===== src/rtl/dmem_arbiter.sv =====
// dmem_arbiter: shares one data-memory port between the MEM-stage load/store
// path (P) and a debug/DMA port (D). P has fixed priority by default; define
// DMEM_ARB_FAIR_EN to alternate the grant on simultaneous requests.
module dmem_arbiter #(
   parameter int unsigned AW = 32,
   parameter int unsigned DW = 32
) (
   input  logic          clk,
   input  logic          reset,
   input  logic          p_read,
   input  logic          p_write,
   input  logic [AW-1:0] p_addr,
   input  logic [DW-1:0] p_wdata,
   output logic [DW-1:0] p_rdata,
   output logic          stall,
   input  logic          d_req,
   input  logic          d_we,
   input  logic [AW-1:0] d_addr,
   input  logic [DW-1:0] d_wdata,
   output logic [DW-1:0] d_rdata,
   output logic          d_ack,
   output logic          m_req,
   output logic          m_we,
   output logic [AW-1:0] m_addr,
   output logic [DW-1:0] m_wdata,
   input  logic [DW-1:0] m_rdata,
   input  logic          m_ready
);

   typedef enum logic [2:0] {
      IDLE   = 3'd0,
      P_BUSY = 3'd1,
      P_DONE = 3'd2,
      D_BUSY = 3'd3,
      D_DONE = 3'd4
   } state_e;

   state_e        state_q, state_d;
   logic          m_req_q, m_req_d;
   logic          m_we_q, m_we_d;
   logic [AW-1:0] m_addr_q, m_addr_d;
   logic [DW-1:0] m_wdata_q, m_wdata_d;
   logic [DW-1:0] p_rdata_q, p_rdata_d;
   logic [DW-1:0] d_rdata_q, d_rdata_d;
   logic          d_ack_q, d_ack_d;

   logic          p_pend;
   logic          grant_p;

   assign p_pend = p_read | p_write;

`ifdef DMEM_ARB_FAIR_EN
   // last_d_q = 1 when the most recent grant went to D (reset value: D)
   logic last_d_q, last_d_d;

   // On a tie, P wins only if D was granted last
   assign grant_p = p_pend && (!d_req || last_d_q);

   // Record which port receives each new grant
   always_comb begin
      last_d_d = last_d_q;
      if ((state_q == IDLE) && (p_pend || d_req)) begin
         last_d_d = !grant_p;
      end
   end

   // Last-grant flag register
   always_ff @(posedge clk) begin
      if (reset) begin
         last_d_q <= 1'b1;
      end else begin
         last_d_q <= last_d_d;
      end
   end
`else
   // Fixed priority: any P request beats D
   assign grant_p = p_pend;
`endif

   // Next-state and registered-output logic
   always_comb begin
      state_d   = state_q;
      m_req_d   = m_req_q;
      m_we_d    = m_we_q;
      m_addr_d  = m_addr_q;
      m_wdata_d = m_wdata_q;
      p_rdata_d = p_rdata_q;
      d_rdata_d = d_rdata_q;
      d_ack_d   = 1'b0;

      case (state_q)
         IDLE: begin
            if (grant_p) begin
               state_d   = P_BUSY;
               m_req_d   = 1'b1;
               m_we_d    = p_write;
               m_addr_d  = p_addr;
               m_wdata_d = p_wdata;
            end else if (d_req) begin
               state_d   = D_BUSY;
               m_req_d   = 1'b1;
               m_we_d    = d_we;
               m_addr_d  = d_addr;
               m_wdata_d = d_wdata;
            end
         end
         P_BUSY: begin
            if (m_ready) begin
               state_d = P_DONE;
               m_req_d = 1'b0;
               if (!m_we_q) begin
                  p_rdata_d = m_rdata;
               end
            end
         end
         D_BUSY: begin
            if (m_ready) begin
               state_d = D_DONE;
               m_req_d = 1'b0;
               d_ack_d = 1'b1;
               if (!m_we_q) begin
                  d_rdata_d = m_rdata;
               end
            end
         end
         P_DONE, D_DONE: begin
            state_d = IDLE;
         end
         default: begin
            state_d = IDLE;
            m_req_d = 1'b0;
         end
      endcase
   end

   // State and output registers; reset abandons any transaction in flight
   always_ff @(posedge clk) begin
      if (reset) begin
         state_q   <= IDLE;
         m_req_q   <= 1'b0;
         m_we_q    <= 1'b0;
         m_addr_q  <= '0;
         m_wdata_q <= '0;
         p_rdata_q <= '0;
         d_rdata_q <= '0;
         d_ack_q   <= 1'b0;
      end else begin
         state_q   <= state_d;
         m_req_q   <= m_req_d;
         m_we_q    <= m_we_d;
         m_addr_q  <= m_addr_d;
         m_wdata_q <= m_wdata_d;
         p_rdata_q <= p_rdata_d;
         d_rdata_q <= d_rdata_d;
         d_ack_q   <= d_ack_d;
      end
   end

   // Pipeline freeze: released in the single cycle the P result is available
   assign stall = p_pend && (state_q != P_DONE) && !reset;

   assign m_req   = m_req_q;
   assign m_we    = m_we_q;
   assign m_addr  = m_addr_q;
   assign m_wdata = m_wdata_q;
   assign p_rdata = p_rdata_q;
   assign d_rdata = d_rdata_q;
   assign d_ack   = d_ack_q;

endmodule


===== config.mk =====
export PLATFORM = sky130hd
export DESIGN_NAME = dmem_arbiter
export DESIGN_NICKNAME = d
export VERILOG_FILES = /design/src/rtl/dmem_arbiter.sv
export SDC_FILE = /design/constraint.sdc
export NUM_CORES = 1
export LEC_CHECK = 0
export BUFFER_PORTS_ARGS = -buffer_cell sky130_fd_sc_hd__buf_2
export CAP_MARGIN = 20
export CORE_MARGIN = 4
export CORE_UTILIZATION = 50
export CTS_CLUSTER_DIAMETER = 30
export CTS_CLUSTER_SIZE = 20
export DETAILED_ROUTE_END_ITERATION = 10
export HOLD_SLACK_MARGIN = 0.12
export PLACE_DENSITY_LB_ADDON = 0.08
export SYNTH_ARGS = -nofsm -noshare
export SYNTH_HDL_FRONTEND = slang
export SYNTH_SLANG_ARGS = --single-unit

===== constraint.sdc =====
create_clock -name clk -period 3.2 [get_ports clk]
set_input_delay 0.48 -clock clk [delete_from_list [all_inputs] [get_ports clk]]
set_output_delay 0.48 -clock clk [all_outputs]
set_load 0.01 [all_outputs]

==> metrics.md <==
| Metric | Value |
|---|---|
| Post-Syn Area | between 6000 and 7000 sq um |
| Row count | 40 |
| CTS tree | done |
| Initial DRC count | a little under 600 |
| Routability Congestion | 0.8270 |
| Layout Nets | roughly 1100 |
| Top Family by Delay on Critical Path | simple AND/OR/NAND/NOR gates |
| Final std cells w/o fill | 1121 |
| Core area | 12060 sq um |
| Initial antenna violation count | 0 |
| Pin count of the biggest net entering global routing | just under 70 |
| Relative slew margins | 0.3371 |
| Detailed-route via count | 6304 |
| Max cap viols | 0 |
| Top cells by count, synth | 134 x dfxtp_1, 101 x a21oi_1, 91 x o21ai_0, 64 x nand2_1, 64 x nand2b_1 |
| Worst skew pair latency | 410 ps |
| Sw Ratio | 0.2695 |
| Final Power | about 5.1 mW |
| Unique cell type count in the Yosys netlist | 29 |
| Total grt overflow | 0 |
| Final Cycle Share | 0.5998 |
| I/O Buffers | slightly below 300 |
| Clock power share | 0.440 |
| Pins Over Slew Limit | 0 |
| Clock root cell | clkbuf_16 |
| Syn_area_per_cell | ~9.0 sq um |
| Area Growth Syn to Fin | 34.53% |
| Max frequency | around 520 MHz |
| Cell accounting for the most synthesized area | dfxtp_1 |
| Ys Warns | 0 |
| Slew @ Worst Pin | between 900 and 1000 ps |
| WP buf/inv | 0 |
| Power Density | 608.3 nW/um^2 |
| Sequential-to-total area share from yosys stat | 0.4335 |
| Min-Delay Path Class | primary input to register |
| Clk buf depth | 2 |
| Max VDD drop | 0.0003226 V |
| Resized cells post-CTS | 0 |
| TritonCTS Buffers | 17 |
| Comb power frac | 0.183 |
| Design area | roughly 8300 sq um |
| Share of the synthesized area in the top cell type | 0.4335 |
| Die extent in x | 119.3 um |
| CTS sink count | 134 |
| Setup WS pre-CTS | approximately 1100 ps |
| Count leader, synth | dfxtp_1 |
| Crit path kind | register to register |
| DP HPWL | between 10000 and 15000 um |
| N_diodes | 0 |
| Overall routing resource usage | 0.2672 |
| Seq cells post-synth | roughly 130 |
| Post-DRT Antenna Nets | 0 |
| Worst Reg-to-Reg Cells | 3 |
| Internal | about 3.7 mW |
| Slowest stage cell, crit path | and2_4 |
| Layout cells sized above 1 | 0.4176 |
| DR WL/cell | 17.57 um |
| Util after Layout | 0.6902 |
| Clk_skew | ~6 ps |
| Vias in the first global route | roughly 6200 |
| Setup tns final | 0 ps |
| First-pass GRT wire length | ~31000 um |
| DRT Wirelength | 19700 um |
| Setup Buffers After CTS | 0 |
| CP Max Fanout | 65 |
| Crit start category | register |
| Status | complete, no violations |
| Worst path cell trace | nor3_4 -> and2_4 -> a311oi_2 |
| TritonRoute pass-1 iters | 5 |
| Setup ws final | 1281 ps |
| Worst path depth | 3 |
| Unrepaired setup endpoints after global routing | no |
| Hold Vio Cnt, Final | 0 |
| Synth Net Count | 856 |
| Total die area | approximately 14000 sq um |
| # setup viols final | 0 |
| CP max stage delay | between 800 and 900 ps |
| Critical path endpoint category | register |
| Net load switching power | roughly 1.4 mW |
| Seq pwr share | 0.376 |
| Fin crit period | 1919 ps |
| Hold Crit Depth | 3 |
| Clock transition at path regs | about 60 ps |
| Synthesized instance count | between 600 and 700 |
| Ports | 299 |
| Inst Count DP | 1089 |
| Placed instance area | between 7000 and 8000 sq um |
| Hold slack final | about 330 ps |
| H-Tree Depth | 4 |
| # hold bufs at CTS | 0 |
| # DRC | 0 |
| Initial Util | 0.5131 |
| DIE HEIGHT | between 100 and 150 um |
| Arrival @ worst endpoint | around 2200 ps |
| Synth Flop Type | dfxtp_1 |
| Worst Path Required | about 3400 ps |
| Vias/cell | around 5.6 |
| Post-synth EDFFs | 0 |
| Synth top area cells | dfxtp_1 43%, a311oi_2 12%, a21oi_1 8.2% |
| Share of synthesized registers carrying an async set or reset | 0 |
| Leak | 3.509 nW |
area by class of cell:
| class | instances | area (sq um) |
|---|---|---|
| fillers | 979 | 3736 |
| multi-input cells | 474 | 3153 |
| flip-flops and latches | 134 | 2683 |
| repair buffers | 311 | 1592 |
| clock buffers | 20 | 456.7 |
| clock inverters | 12 | 224.0 |
| well taps | 168 | 210.2 |
| inverters | 2 | 7.507 |
tightest hold or removal path, cell delays in order:
cell      delay [ps]
buf_2             90
nand2_1           40
a311oi_1          70
state kept, by name, summed over array words and instances, names as in the netlist:
register  flops
state_q       3
m_we          1
m_wdata      32
d_ack         1
p_rdata      32
m_req         1
m_addr       32
d_rdata      32
per-layer routing:
layer | up-vias | part of all wire | track usage
met5 | - | 0 | 0
met4 | 0 | 0.030 | 0.1130
met3 | 44 | 0.077 | 0.07360
met2 | 289 | 0.50 | 0.4514
met1 | 2980 | 0.39 | 0.3182
li1 | 2991 | - | -
cells in the final DEF (no fill, tap or decap), drive strengths merged, types with 2 or more instances in the layout:
master,Yosys,routed
mux2i,32,32
nor3,3,3
nand2b,64,64
o21ai,96,96
clkinvlp,0,4
dfxtp,134,134
nand2,64,64
nor2,8,8
a21oi,101,101
buf,27,311
bufinv,0,6
clkinv,0,2
a211oi,2,2
nand3,32,32
a311oi,64,64
inv,2,2
clkbuf,52,20
path summary, 6_finish.rpt:
path	start	to	slack, ps
worst max-delay path	state_q[2]$_SDFFE_PP0P_	m_wdata[5]$_SDFFE_PP0P_	1280
worst max register to register	state_q[2]$_SDFFE_PP0P_	m_wdata[5]$_SDFFE_PP0P_	1280
worst min register to register	d_rdata[23]$_SDFFE_PP0P_	d_rdata[23]$_SDFFE_PP0P_	470
worst min-delay path	d_addr[0]	m_addr[0]$_SDFFE_PP0P_	330
power by group through the flow:
stage	registers, mW	clock network [mW]	logic, mW
2_1_floorplan	1.98	0	0.539
3_3_place_gp	1.93	0	0.910
5_1_grt	1.92	2.33	1.02
6_report	1.91	2.23	0.929
3_5_place_dp	1.94	0	0.932
4_1_cts	1.90	2.25	0.933
cells by family after synthesis:
logic type,count (synthesis),synth area share
flip-flops,134,0.4335
XOR/XNOR,1,0.001416
AND/OR/NAND/NOR,177,0.1470
buffers and inverters,81,0.06207
AO/OA/AOI/OAI,264,0.3043
multiplexers,32,0.05176
Note: power is estimated with default switching activity, not from simulation.
